### config.mk
export PLATFORM = sky130hd
export DESIGN_NAME = uart_frame_loader
export DESIGN_NICKNAME = d
export VERILOG_FILES = /design/src/rtl/uart_frame_pkg.sv /design/src/rtl/uart_word_packer.sv /design/src/rtl/uart_frame_loader.sv
export SDC_FILE = /design/constraint.sdc
export NUM_CORES = 1
export LEC_CHECK = 0
export ABC_AREA = 1
export CAP_MARGIN = 10
export CORE_ASPECT_RATIO = 0.8
export CORE_UTILIZATION = 52
export CTS_BUF_LIST = sky130_fd_sc_hd__clkbuf_8 sky130_fd_sc_hd__clkbuf_16
export DETAILED_ROUTE_END_ITERATION = 12
export PLACE_DENSITY_LB_ADDON = 0.25
export SYNTH_ARGS = -nofsm -noshare
export SYNTH_HDL_FRONTEND = slang
export SYNTH_SLANG_ARGS = --single-unit
### constraint.sdc
create_clock -name i_Clock -period 2 [get_ports i_Clock]
set_clock_uncertainty 0.1 [all_clocks]
set_input_delay 0.2 -clock i_Clock [delete_from_list [all_inputs] [get_ports i_Clock]]
set_output_delay 0.2 -clock i_Clock [all_outputs]
set_load 0.02 [all_outputs]
### src/rtl/uart_frame_pkg.sv
// Shared constants and types for the UART frame loader: sync byte, parser states, error codes.
package uart_frame_pkg;

    localparam logic [7:0] SYNC_BYTE = 8'hA5;

    typedef enum logic [2:0] {
        IDLE,
        CMD,
        LEN,
        ADDR_HI,
        ADDR_LO,
        PAYLOAD,
        CSUM
    } frame_state_t;

    localparam logic [1:0] ERR_OK      = 2'b00;
    localparam logic [1:0] ERR_CSUM    = 2'b01;
    localparam logic [1:0] ERR_TIMEOUT = 2'b10;

endpackage

### src/rtl/uart_word_packer.sv
// Packs payload bytes little-endian into 32-bit words and issues one registered
// write per completed word, advancing a wrapping word address.
module uart_word_packer
    import uart_frame_pkg::*;
#(
    parameter int ADDR_W = 16
) (
    input  logic              i_Clock,
    input  logic              i_Rst_L,
    input  logic              clear,
    input  logic              load_addr,
    input  logic [ADDR_W-1:0] start_addr,
    input  logic              byte_valid,
    input  logic [7:0]        byte_in,
    output logic              wr_en,
    output logic [ADDR_W-1:0] wr_addr,
    output logic [31:0]       wr_data
);

    logic [1:0]        lane;
    logic [23:0]       shift;
    logic [ADDR_W-1:0] addr;

    always_ff @(posedge i_Clock or negedge i_Rst_L) begin
        if (!i_Rst_L) begin
            lane    <= 2'd0;
            shift   <= 24'd0;
            addr    <= '0;
            wr_en   <= 1'b0;
            wr_addr <= '0;
            wr_data <= 32'd0;
        end else begin
            wr_en <= 1'b0;
            if (load_addr) begin
                addr <= start_addr;
            end
            if (clear || load_addr) begin
                lane  <= 2'd0;
                shift <= 24'd0;
            end else if (byte_valid) begin
                // Newest byte enters at the top, so byte 0 ends up in bits [7:0].
                shift <= {byte_in, shift[23:8]};
                lane  <= lane + 2'd1;
                if (lane == 2'd3) begin
                    wr_en   <= 1'b1;
                    wr_addr <= addr;
                    wr_data <= {byte_in, shift};
                    addr    <= addr + ADDR_W'(1);
                end
            end
        end
    end

endmodule

### src/rtl/uart_frame_loader.sv
// Parses SYNC/CMD/LEN/ADDR/payload[/CSUM] frames from the UART byte stream into memory writes.
// Macro UART_FRAME_CSUM_EN adds the trailing checksum byte and its check.
module uart_frame_loader
    import uart_frame_pkg::*;
#(
    parameter int CLKS_PER_BIT = 217,
    parameter int TIMEOUT_CLKS = 20 * CLKS_PER_BIT,
    parameter int ADDR_W       = 16
) (
    input  logic              i_Clock,
    input  logic              i_Rst_L,
    input  logic              i_RX_DV,
    input  logic [7:0]        i_RX_Byte,
    output logic              o_Wr_En,
    output logic [ADDR_W-1:0] o_Wr_Addr,
    output logic [31:0]       o_Wr_Data,
    output logic [7:0]        o_Cmd,
    output logic              o_Busy,
    output logic              o_Frame_Done,
    output logic [1:0]        o_Err_Code
);

    localparam int             TMO_W    = $clog2(TIMEOUT_CLKS);
    localparam logic [TMO_W-1:0] TMO_LAST = TMO_W'(TIMEOUT_CLKS - 1);

    // Strobe semantics: i_RX_DV qualifies i_RX_Byte for exactly one cycle and is
    // always accepted; o_Wr_En and o_Frame_Done are one-cycle strobes with no ready.
    frame_state_t     state;
    logic [7:0]       len_q;
    logic [7:0]       addr_hi_q;
    logic [9:0]       byte_cnt;
    logic [TMO_W-1:0] tmo_cnt;
    logic             timeout;
    logic [15:0]      start_addr_full;

    assign o_Busy          = (state != IDLE);
    assign timeout         = o_Busy && !i_RX_DV && (tmo_cnt == TMO_LAST);
    assign start_addr_full = {addr_hi_q, i_RX_Byte};

`ifdef UART_FRAME_CSUM_EN
    logic [7:0] csum;

    always_ff @(posedge i_Clock or negedge i_Rst_L) begin
        if (!i_Rst_L) begin
            csum <= 8'd0;
        end else if (i_RX_DV) begin
            case (state)
                CMD:                              csum <= i_RX_Byte;
                LEN, ADDR_HI, ADDR_LO, PAYLOAD:   csum <= csum + i_RX_Byte;
                default:                          csum <= csum;
            endcase
        end
    end
`endif

    always_ff @(posedge i_Clock or negedge i_Rst_L) begin
        if (!i_Rst_L) begin
            state        <= IDLE;
            len_q        <= 8'd0;
            addr_hi_q    <= 8'd0;
            byte_cnt     <= 10'd0;
            tmo_cnt      <= '0;
            o_Cmd        <= 8'd0;
            o_Frame_Done <= 1'b0;
            o_Err_Code   <= ERR_OK;
        end else begin
            o_Frame_Done <= 1'b0;
            tmo_cnt      <= (i_RX_DV || !o_Busy) ? '0 : tmo_cnt + TMO_W'(1);
            if (timeout) begin
                state        <= IDLE;
                o_Frame_Done <= 1'b1;
                o_Err_Code   <= ERR_TIMEOUT;
            end else if (i_RX_DV) begin
                case (state)
                    IDLE: if (i_RX_Byte == SYNC_BYTE) state <= CMD;
                    CMD: begin
                        o_Cmd <= i_RX_Byte;
                        state <= LEN;
                    end
                    LEN: begin
                        len_q <= i_RX_Byte;
                        state <= ADDR_HI;
                    end
                    ADDR_HI: begin
                        addr_hi_q <= i_RX_Byte;
                        state     <= ADDR_LO;
                    end
                    ADDR_LO: begin
                        byte_cnt <= {len_q, 2'b00};
                        if (len_q != 8'd0) begin
                            state <= PAYLOAD;
                        end else begin
`ifdef UART_FRAME_CSUM_EN
                            state <= CSUM;
`else
                            state        <= IDLE;
                            o_Frame_Done <= 1'b1;
                            o_Err_Code   <= ERR_OK;
`endif
                        end
                    end
                    PAYLOAD: begin
                        byte_cnt <= byte_cnt - 10'd1;
                        if (byte_cnt == 10'd1) begin
`ifdef UART_FRAME_CSUM_EN
                            state <= CSUM;
`else
                            state        <= IDLE;
                            o_Frame_Done <= 1'b1;
                            o_Err_Code   <= ERR_OK;
`endif
                        end
                    end
`ifdef UART_FRAME_CSUM_EN
                    CSUM: begin
                        state        <= IDLE;
                        o_Frame_Done <= 1'b1;
                        o_Err_Code   <= (i_RX_Byte == csum) ? ERR_OK : ERR_CSUM;
                    end
`endif
                    default: state <= IDLE;
                endcase
            end
        end
    end

    uart_word_packer #(
        .ADDR_W(ADDR_W)
    ) u_packer (
        .i_Clock    (i_Clock),
        .i_Rst_L    (i_Rst_L),
        .clear      (timeout),
        .load_addr  (i_RX_DV && state == ADDR_LO),
        .start_addr (start_addr_full[ADDR_W-1:0]),
        .byte_valid (i_RX_DV && state == PAYLOAD),
        .byte_in    (i_RX_Byte),
        .wr_en      (o_Wr_En),
        .wr_addr    (o_Wr_Addr),
        .wr_data    (o_Wr_Data)
    );

endmodule

==> summary.md, run 1 <==
| Metric | Value |
|---|---|
| Die Ht | 103 um |
| H-tree levels | 4 |
| Met1 wire length | 7110 um |
| Worst Path Arrival | 1530 ps |
| Area Overhead vs Synth | 23.8% |
| Pwr/cell area | 1300 mW/mm^2 |
| Tcrit/Tclk final | 91.6% |
| NetSw | 3.73 mW |
| Placed wire-length estimate | 10400 um |
| ANT cells | 0 |
| Gp weighted congestion | 0.872 |
| Worst R2R End | u_packer.addr[15] |
| Most common cell after layout, fill and taps aside | nand2_1 |
| Filler Cell Count | 991 |
| R2r setup slk | 190 ps |
| CTS max path bufs | 2 |
| PnR worst setup slack | 167 ps |
| Peak supply drop | 0.000768 V |
| Root buffer cell | clkbuf_16 |
| RSZ-0062 raised after global routing | false |
| Routed len/inst | 14.3 um |
| Leakage power | 4.11 nW |
| Top sig layer | met4 |
| FF/Latch Area | 0.00358 mm^2 |
| Tmin final | 1830 ps |
| Critical Path Sink Type | primary output |
| Multi-input logic area | 0.00239 mm^2 |
| Synth Register Bits | 143 |
| Final wirelength | 15300 um |
| YS warnings | 0 |
| Later-pin clock latency in the skew report | 420 ps |
| Initial Utilization | 53.7% |
| Nets@finish | 903 |
| Total CTS buffers | 17 |
| Most frequent cells in the layout | 251 x nand2_1, 142 x dfrtp_1, 108 x inv_1, 98 x o21ai_0, 68 x clkdlybuf4s50_1 |
| IO Count | 72 |
| Worst min path class | primary input to asynchronous set/reset pin |
| Clk pwr share | 30.6% |
| Netlist cell types | 30 |
| Highest Clock Rate | 0.546 GHz |
| Req. time, crit path | 1700 ps |
| DRT iter0 DRCs | 464 |
| Postcts setup bufs | 0 |
| Met3 wire length | 1060 um |
| Post-Synthesis Net Count | 824 |
| Logic gate share of total power | 29.2% |
| Setup TNS | 0 ps |
| Hold Fails Final Rpt | 0 |
| Critical path class | flop to primary output |
| Largest net degree at the start of global routing | 71 |
| # port buffers | 70 |
| CP startpoint kind | flop |
| Critical R2R Launch | state[1] |
| First-pass DRT Iterations | 6 |
| CTS tree | done |
| Worst r2r path cells | 9 |
| Share of layout cells above drive strength 1 | 7.33% |
| Core area | 0.0123 mm^2 |
| Status | completed |
| Die ar. | 0.0131 mm^2 |
| DRC viols | 0 |
| Width of the die | 128 um |
| Initial antenna violation count | 0 |
| Post-synth EDFFs | 0 |
| Num rows | 36 |
| Max-capacitance violation count | 0 |
| Most used DFF post-synth | dfrtp_1 |
| First-pass GRT wire length | 25300 um |
| CP Max Fanout | 8 |
| Tot GR Track Use | 25.3% |
| Syn Inst Count | 808 |
| Internal power | 6.83 mW |
| DRT antenna net count | 0 |
| Total congestion overflow | 0 |
| Wire length on met2 | 6850 um |
| Sw Ratio | 35.3% |
| Drt via density | 5.14 |
| Worst-path clk slew | 60 ps |
| Asr flop ratio synth | 100% |
| Mapped Area | 0.00657 mm^2 |
| Setup WS pre-CTS | 126 ps |
| Register share of total power | 40.2% |
| Final-report max-slew violation count | 0 |
| Final setup violating endpoints | 0 |
| Vias in the first global route | 5125 |
| Via count | 5505 |
| Seq/Total Area, Yosys | 54.4% |
| Avg Cell Area, Syn | 8.14 um^2 |
| Clock tree sinks | 143 |
worst max path at each step:
stage | start | endpoint | slack (ps) | cells after the start
finish | state[1] | o_Busy | 170 | 3
global route | state[1] | u_packer.addr[15] | 20 | 9
CTS | state[2] | o_Busy | 160 | 3
detailed placement | i_RX_DV | u_packer.addr[0] | 130 | 7
global placement | i_RX_DV | u_packer.addr[3] | 180 | 8
floorplan | state[1] | state[0] | 410 | 8
cell families after synthesis:
group	Yosys count	synth area share, %
simple gates	357	21.9
compound gates	151	12.3
flops	143	54.4
xor+xnor	8	1.07
buf+inv	143	9.25
other cells	1	0.0570
fa+ha+maj	5	0.952
per-stage QoR:
step / util [%] / hold WS (ps) / area, um^2 / cells / power, mW
after floorplan: - / -196 / 6570 / 808 / 6.28
after global placement: 61.4 / 75.0 / 7520 / 1038 / 7.12
after detailed placement: 61.4 / 83.0 / 7520 / 1038 / 7.29
after CTS: 66.4 / 212 / 8140 / 1071 / 10.6
after global routing: 66.5 / 227 / 8140 / 1071 / 11.3
final: 66.5 / 200 / 8140 / 1071 / 10.6
what timing repair did:
action | CTS | global route
pin swaps | 0 | 0
hold buffers | 1 | 0
endpoints found under the hold margin | 46 | 0
resized for setup | 3 | 1
endpoints found under the setup margin | 1 | 1
synthesized netlist by cell type, types with 2 or more instances:
master    instances  area, um^2
o21a_1            2        15.0
buf_2            15        75.1
xor2_1            8        70.1
buf_6             5        56.3
nor2_1           58         218
a21oi_1           8        40.0
nor3_1            5        25.0
a31oi_1           2        12.5
o21ai_1          11        55.1
clkbuf_1          8        30.0
nand2_4           2        22.5
o22ai_1          26         163
inv_2             4        15.0
buf_4             4        30.0
nand2_1         251         942
o21ai_0          98         490
nand4_1           5        31.3
dfrtp_1         143        3580
nand3_1          32         160
ha_1              5        62.6
inv_1           107         402
state kept, by name, summed over array words and instances, names as in the netlist, 2 cells and up:
register / count
u_packer.wr_data: 32
u_packer.shift: 24
u_packer.addr: 16
u_packer.wr_addr: 16
tmo_cnt: 13
byte_cnt: 10
addr_hi_q: 8
len_q: 8
o_Cmd: 8
state: 3
u_packer.lane: 2
critical path, stage by stage, from the launching register on:
cell and delay [ps]:
dfrtp_2 480, nor3_2 210, inv_1 90, dlygate4sd2_1 330
power by group through the flow:
stage	clock, mW	sequential (mW)	combinational, mW
finish	3.23	4.25	3.08
global placement	0	4.22	2.90
CTS	3.28	4.23	3.07
detailed placement	0	4.25	3.04
floorplan	0	4.21	2.06
global route	3.40	4.35	3.51
cell type report:
cell class / instances / share of cell area [%]
inverters: 111 / 5.12
clock inverters: 14 / 2.04
clock buffers: 18 / 5.39
flip-flops and latches: 143 / 44.0
well taps: 171 / 2.63
multi-input cells: 522 / 29.4
repair buffers: 92 / 11.4
routing by layer:
metal,vias to the layer above,global-route usage (%)
li1,2701,-
met1,2578,35.4
met2,195,38.6
met3,31,6.54
met4,0,9.05
met5,-,0
Power figures use the tool's default switching activity.
==> run 2: changes to the inputs <==
--- a/config.mk
+++ b/config.mk
@@ -11,6 +11,7 @@
 export CORE_UTILIZATION = 52
 export CTS_BUF_LIST = sky130_fd_sc_hd__clkbuf_8 sky130_fd_sc_hd__clkbuf_16
 export DETAILED_ROUTE_END_ITERATION = 12
+export GPL_ROUTABILITY_DRIVEN = 0
 export PLACE_DENSITY_LB_ADDON = 0.25
 export SYNTH_ARGS = -nofsm -noshare
 export SYNTH_HDL_FRONTEND = slang
==> summary.md, run 2 (synthesized netlist as in run 1, its figures left out) <==
| Metric | Value |
|---|---|
| Status | completed |
| Most frequent cells in the layout | 251 x nand2_1, 143 x dfrtp_1, 110 x inv_1, 98 x o21ai_0, 68 x clkdlybuf4s50_1 |
| First-pass GRT wire length | 24900 um (-1.4%) |
| Nets@finish | 905 (+0.22%) |
| Most common cell after layout, fill and taps aside | nand2_1 |
| CTS max path bufs | 2 (unchanged) |
| Worst min path class | primary input to asynchronous set/reset pin |
| Tot GR Track Use | 24.9% (-0.39 points) |
| First-pass DRT Iterations | 5 (-1) |
| Critical Path Max Stage Delay | 490 ps (about the same) |
| Routed len/inst | 14.1 um (-1.2%) |
| Register share of total power | 39.6% (-0.6 points) |
| Clk pwr share | 31.9% (+1.3 points) |
| Critical path class | flop to primary output |
| Vias in the first global route | 5094 (-0.60%) |
| Area after DPL | 0.00753 mm^2 (+0.20%) |
| Max-capacitance violation count | 0 (unchanged) |
| Worst Path Arrival | 1600 ps (+70 ps) |
| Crit path buffers/inverters | 2 (unchanged) |
| Postcts setup bufs | 0 (unchanged) |
| Clock tree sinks | 143 (unchanged) |
| CP Max Fanout | 8 (unchanged) |
| Number of flip-flops in the largest register | 32 (unchanged) |
| Die ar. | 0.0131 mm^2 (unchanged) |
| ANT cells | 0 (unchanged) |
| Via count | 5557 (+0.94%) |
| CTS tree | done |
| Largest net degree at the start of global routing | 73 (+2.8%) |
| Delay-heaviest family, CP | flip-flops |
| Core area | 0.0123 mm^2 (unchanged) |
| Initial antenna violation count | 0 (unchanged) |
| CP startpoint kind | flop |
| Sw Ratio | 34.1% (-1.2 points) |
| Worst-path clk slew | 60 ps (about the same) |
| H-tree levels | 4 (unchanged) |
| Setup TNS | 0 ps (unchanged) |
| Crit path max-delay cell type | dfrtp_1 |
| Share of layout cells above drive strength 1 | 6.88% (-0.45 points) |
| Total CTS buffers | 17 (unchanged) |
| Tmin final | 1900 ps (+62.2 ps) |
| Placed wire-length estimate | 10200 um (-2.3%) |
| Die Ht | 103 um (unchanged) |
| Worst r2r path cells | 8 (-1) |
| Tcrit/Tclk final | 94.8% (+3.1 points) |
| Largest registers | u_packer.wr_data: 32 flops, u_packer.shift: 24 flops |
| Internal power | 7.05 mW (+3.3%) |
| IO Count | 72 (unchanged) |
| Hold Fails Final Rpt | 0 (unchanged) |
| Wire length on met2 | 6830 um (-0.20%) |
| NetSw | 3.65 mW (-2.2%) |
| Critical Path Sink Type | primary output |
| Later-pin clock latency in the skew report | 430 ps (about the same) |
| DRT antenna net count | 0 (unchanged) |
| Logic gate share of total power | 28.5% (-0.7 points) |
| DRC viols | 0 (unchanged) |
| Width of the die | 128 um (unchanged) |
| Req. time, crit path | 1700 ps (about the same) |
| Top sig layer | met4 |
| Met1 wire length | 7030 um (-1.1%) |
| DRT iter0 DRCs | 526 (+13%) |
| Area Overhead vs Synth | 24.4% |
| Crit-path cells | nor3_1 > inv_1 > dlygate4sd2_1 |
| CP Depth | 3 (unchanged) |
| Drt via density | 5.18 (+0.85%) |
| Final-report max-slew violation count | 0 (unchanged) |
| Pwr/cell area | 1310 mW/mm^2 (+0.92%) |
| Met3 wire length | 947 um (-11%) |
| Num rows | 36 (unchanged) |
| # port buffers | 70 (unchanged) |
| Final wirelength | 15100 um (-1.1%) |
| Peak supply drop | 0.000812 V (+5.8%) |
| Leakage power | 4.13 nW (+0.65%) |
| Root buffer cell | clkbuf_16 |
| Total congestion overflow | 0 (unchanged) |
| Register name with the most flops | u_packer.wr_data |
| Final setup violating endpoints | 0 (unchanged) |
| Initial Utilization | 53.7% (unchanged) |
| Final Cell Area | 0.00818 mm^2 (+0.46%) |
| Highest Clock Rate | 0.528 GHz (-3.3%) |
| RSZ-0062 raised after global routing | false |
-- run 2: cell count changes in the layout (fill, tap and decap cells not counted), sizes merged --
cell,change
clkinv,-3
bufinv,+2
buf,+2
-- run 2: layout make-up --
| cell class | instances | area, um^2 |
|---|---|---|
| Clock buffer | 18 | 439 |
| Clock inverter | 13 | 198 |
| Fill cell | 980 | 4070 |
| Inverter | 111 | 417 |
| Multi-Input combinational cell | 522 | 2390 |
| Sequential cell | 143 | 3580 |
| Tap cell | 171 | 214 |
| Timing Repair Buffer | 94 | 946 |
-- run 2: repair_timing --
action | in CTS | in global routing
endpoints found under the hold margin | 143 | 0
endpoints found under the setup margin | 1 | 0
gates resized for setup | 1 | 0
hold buffers | 1 | 0
-- run 2: power groups by stage --
stage,Clock (mW),Combinational (mW),Sequential (mW)
final,3.41,3.05,4.24
after global placement,0,2.89,4.22
after floorplan,0,2.06,4.21
after global routing,3.59,3.48,4.33
after CTS,3.45,3.05,4.23
after detailed placement,0,3.01,4.25
-- run 2: path summary, 6_finish.rpt --
check | start | end | slack, ps
max | state[1] | o_Busy | 100
min | i_Rst_L | u_packer.wr_data[13] | 150
max reg2reg | state[1] | u_packer.addr[0] | 190
min reg2reg | tmo_cnt[0] | tmo_cnt[0] | 360
max in group asynchronous | i_Rst_L | len_q[0] | 1060
min in group i_Clock | i_RX_Byte[1] | u_packer.addr[1] | 290
-- run 2: through the flow --
stage | total power [mW] | setup WS, ps | instances | util (%) | hold WS, ps
2_1_floorplan | 6.28 | 410 | 808 | - | -196
3_3_place_gp | 7.11 | 148 | 1040 | 61.5 | 32.7
3_5_place_dp | 7.27 | 68.8 | 1040 | 61.5 | 40.3
4_1_cts | 10.7 | 95.8 | 1072 | 66.8 | 169
5_1_grt | 11.4 | 15.6 | 1072 | 66.8 | 195
6_report | 10.7 | 105 | 1072 | 66.8 | 147
-- run 2: worst register-to-register path, cell delays in order, from the launching register on --
cell	delay (ps)
dfrtp_1	490
inv_1	140
nand2_1	70
nor2_1	130
nand2_1	100
inv_1	350
nand2_1	80
o21ai_0	80
a21boi_0	110
-- run 2: routing by layer --
metal  vias up  global-route usage [%]
met3        33                    7.21
met1      2625                    33.7
met4         0                    10.4
met5         -                       0
li1       2719                       -
met2       180                    38.0
==> run 3: changes to the inputs <==
--- a/config.mk
+++ b/config.mk
@@ -10,6 +10,7 @@
 export CORE_ASPECT_RATIO = 0.8
 export CORE_UTILIZATION = 52
 export CTS_BUF_LIST = sky130_fd_sc_hd__clkbuf_8 sky130_fd_sc_hd__clkbuf_16
+export CTS_CLUSTER_DIAMETER = 40
 export DETAILED_ROUTE_END_ITERATION = 12
 export GPL_ROUTABILITY_DRIVEN = 0
 export PLACE_DENSITY_LB_ADDON = 0.25
==> constraint.sdc (replaced) <==
create_clock -name i_Clock -period 2.4 [get_ports i_Clock]
set_clock_uncertainty 0.1 [all_clocks]
set_input_delay 0.24 -clock i_Clock [delete_from_list [all_inputs] [get_ports i_Clock]]
set_output_delay 0.24 -clock i_Clock [all_outputs]
set_load 0.02 [all_outputs]
==> summary.md, run 3 (synthesized netlist as in run 1, its figures left out) <==
| Metric | Value |
|---|---|
| Largest registers | u_packer.wr_data: 32 flops, u_packer.shift: 24 flops |
| Nets@finish | 894 (-1.2%) |
| Initial Utilization | 53.7% (unchanged) |
| Core area | 0.0123 mm^2 (unchanged) |
| Delay-heaviest family, CP | buffers and inverters |
| Die Ht | 103 um (unchanged) |
| Worst-path clk slew | 60 ps (about the same) |
| Clock tree sinks | 143 (unchanged) |
| Worst Path Arrival | 1830 ps (+230 ps) |
| CP Max Fanout | 8 (unchanged) |
| Clk pwr share | 30.1% (-1.8 points) |
| IO Count | 72 (unchanged) |
| Most common cell after layout, fill and taps aside | nand2_1 |
| Sw Ratio | 36.5% (+2.4 points) |
| Total power | 8.63 mW (-19%) |
| RSZ-0062 raised after global routing | false |
| Internal power | 5.48 mW (-22%) |
| DRT antenna net count | 0 (unchanged) |
| Drt via density | 5.17 (-0.24%) |
| Highest Clock Rate | 0.461 GHz |
| Width of the die | 128 um (unchanged) |
| CTS tree | done |
| # port buffers | 70 (unchanged) |
| Register name with the most flops | u_packer.wr_data |
| Critical Path Sink Type | primary output |
| Register share of total power | 40.8% (+1.2 points) |
| Crit path buffers/inverters | 2 (unchanged) |
| Placed Cells | 1029 (-1.1%) |
| Area Overhead vs Synth | 21.9% |
| Final Cell Area | 0.00802 mm^2 (-2.0%) |
| Crit-path cells | nor3_2 > inv_1 > clkdlybuf4s50_1 |
| Area after DPL | 0.00741 mm^2 (-1.6%) |
| Placed wire-length estimate | 10000 um (-1.3%) |
| Critical path class | flop to primary output |
| Later-pin clock latency in the skew report | 420 ps (about the same) |
| Initial antenna violation count | 0 (unchanged) |
| Status | completed |
| Logic gate share of total power | 29.1% (+0.6 points) |
| Tot GR Track Use | 24.8% (-0.13 points) |
| Total congestion overflow | 0 (unchanged) |
| Slew HR | 58.3% |
| Num rows | 36 (unchanged) |
| Number of flip-flops in the largest register | 32 (unchanged) |
| DRT iter0 DRCs | 531 (+0.95%) |
| ANT cells | 0 (unchanged) |
| Most frequent cells in the layout | 251 x nand2_1, 143 x dfrtp_1, 107 x inv_1, 98 x o21ai_0, 69 x clkdlybuf4s50_1 |
| Share of layout cells above drive strength 1 | 6.29% (-0.60 points) |
| Total CTS buffers | 17 (unchanged) |
| Req. time, crit path | 2060 ps (+360 ps) |
| Tcrit/Tclk final | 90.4% |
| Final setup violating endpoints | 0 (unchanged) |
| Setup TNS | 0 ps (unchanged) |
| Slew @ Worst Pin | 623 ps |
| Leakage power | 4.03 nW (-2.6%) |
| Vias in the first global route | 5116 (+0.43%) |
| Crit path max-delay cell type | clkdlybuf4s50_1 |
| CP startpoint kind | flop |
| Max-capacitance violation count | 0 (unchanged) |
| Final instance count without filler cells | 1062 (-0.93%) |
| NetSw | 3.15 mW (-14%) |
| Final wirelength | 15000 um (-0.78%) |
| CTS max path bufs | 2 (unchanged) |
| Largest net degree at the start of global routing | 76 (+4.1%) |
| Worst min path class | primary input to asynchronous set/reset pin |
| Final-report max-slew violation count | 0 (unchanged) |
| Via count | 5492 (-1.2%) |
| Routed len/inst | 14.1 um (+0.15%) |
| PnR worst setup slack | 230 ps (+125 ps) |
| Pwr/cell area | 1080 mW/mm^2 (-18%) |
| DRC viols | 0 (unchanged) |
| Root buffer cell | clkbuf_16 |
| First-pass DRT Iterations | 5 (unchanged) |
| Hold Fails Final Rpt | 0 (unchanged) |
| Setup WS pre-CTS | 323 ps (+254 ps) |
| Critical Path Max Stage Delay | 540 ps (+50 ps) |
| Tmin final | 2170 ps |
| First-pass GRT wire length | 24800 um (-0.50%) |
| R2r setup slk | 520 ps (+330 ps) |
| H-tree levels | 4 (unchanged) |
| Postcts setup bufs | 0 (unchanged) |
| Peak supply drop | 0.000691 V (-15%) |
| Die ar. | 0.0131 mm^2 (unchanged) |
run 3: final timing paths:
kind,from,end,cells after the start
worst max-delay path,state[1],o_Busy,3
worst min-delay path,i_Rst_L,u_packer.wr_data[5],2
worst max register to register,state[0],o_Cmd[0],5
worst min register to register,tmo_cnt[0],tmo_cnt[0],1
max in group asynchronous,i_Rst_L,byte_cnt[7],3
min in group i_Clock,i_RX_Byte[1],u_packer.addr[1],3
run 3: layout make-up:
type	instances	area [um^2]
Timing Repair Buffer	83	827
Inverter	111	417
Sequential cell	143	3580
Clock buffer	18	439
Multi-Input combinational cell	522	2390
Fill cell	998	4240
Clock inverter	14	148
Tap cell	171	214
run 3: power groups by stage:
stage / logic [mW] / registers, mW / clock network [mW]
finish: 2.51 / 3.52 / 2.60
global route: 2.87 / 3.60 / 2.74
CTS: 2.50 / 3.51 / 2.63
detailed placement: 2.47 / 3.54 / 0
global placement: 2.36 / 3.51 / 0
floorplan: 1.72 / 3.51 / 0
run 3: routing by layer:
| metal | up-vias | wire length [um] | GRT usage (%) |
|---|---|---|---|
| met5 | - | 0 | 0 |
| met3 | 13 | 954 | 6.07 |
| li1 | 2691 | - | - |
| met4 | 0 | 153 | 8.78 |
| met2 | 173 | 6810 | 37.7 |
| met1 | 2615 | 7070 | 35.0 |
run 3: repair_timing:
item | CTS | global route
resized for setup | 0 | 1
hold buffers | 1 | 0
setup endpoints to repair | 0 | 1
endpoints found under the hold margin | 57 | 0
run 3: per-stage QoR:
| stage | util, % | hold slack (ps) |
|---|---|---|
| detailed placement | 60.5 | 150 |
| CTS | 65.4 | 273 |
| global placement | 60.5 | 145 |
| floorplan | - | -156 |
| finish | 65.4 | 259 |
| global route | 65.4 | 300 |
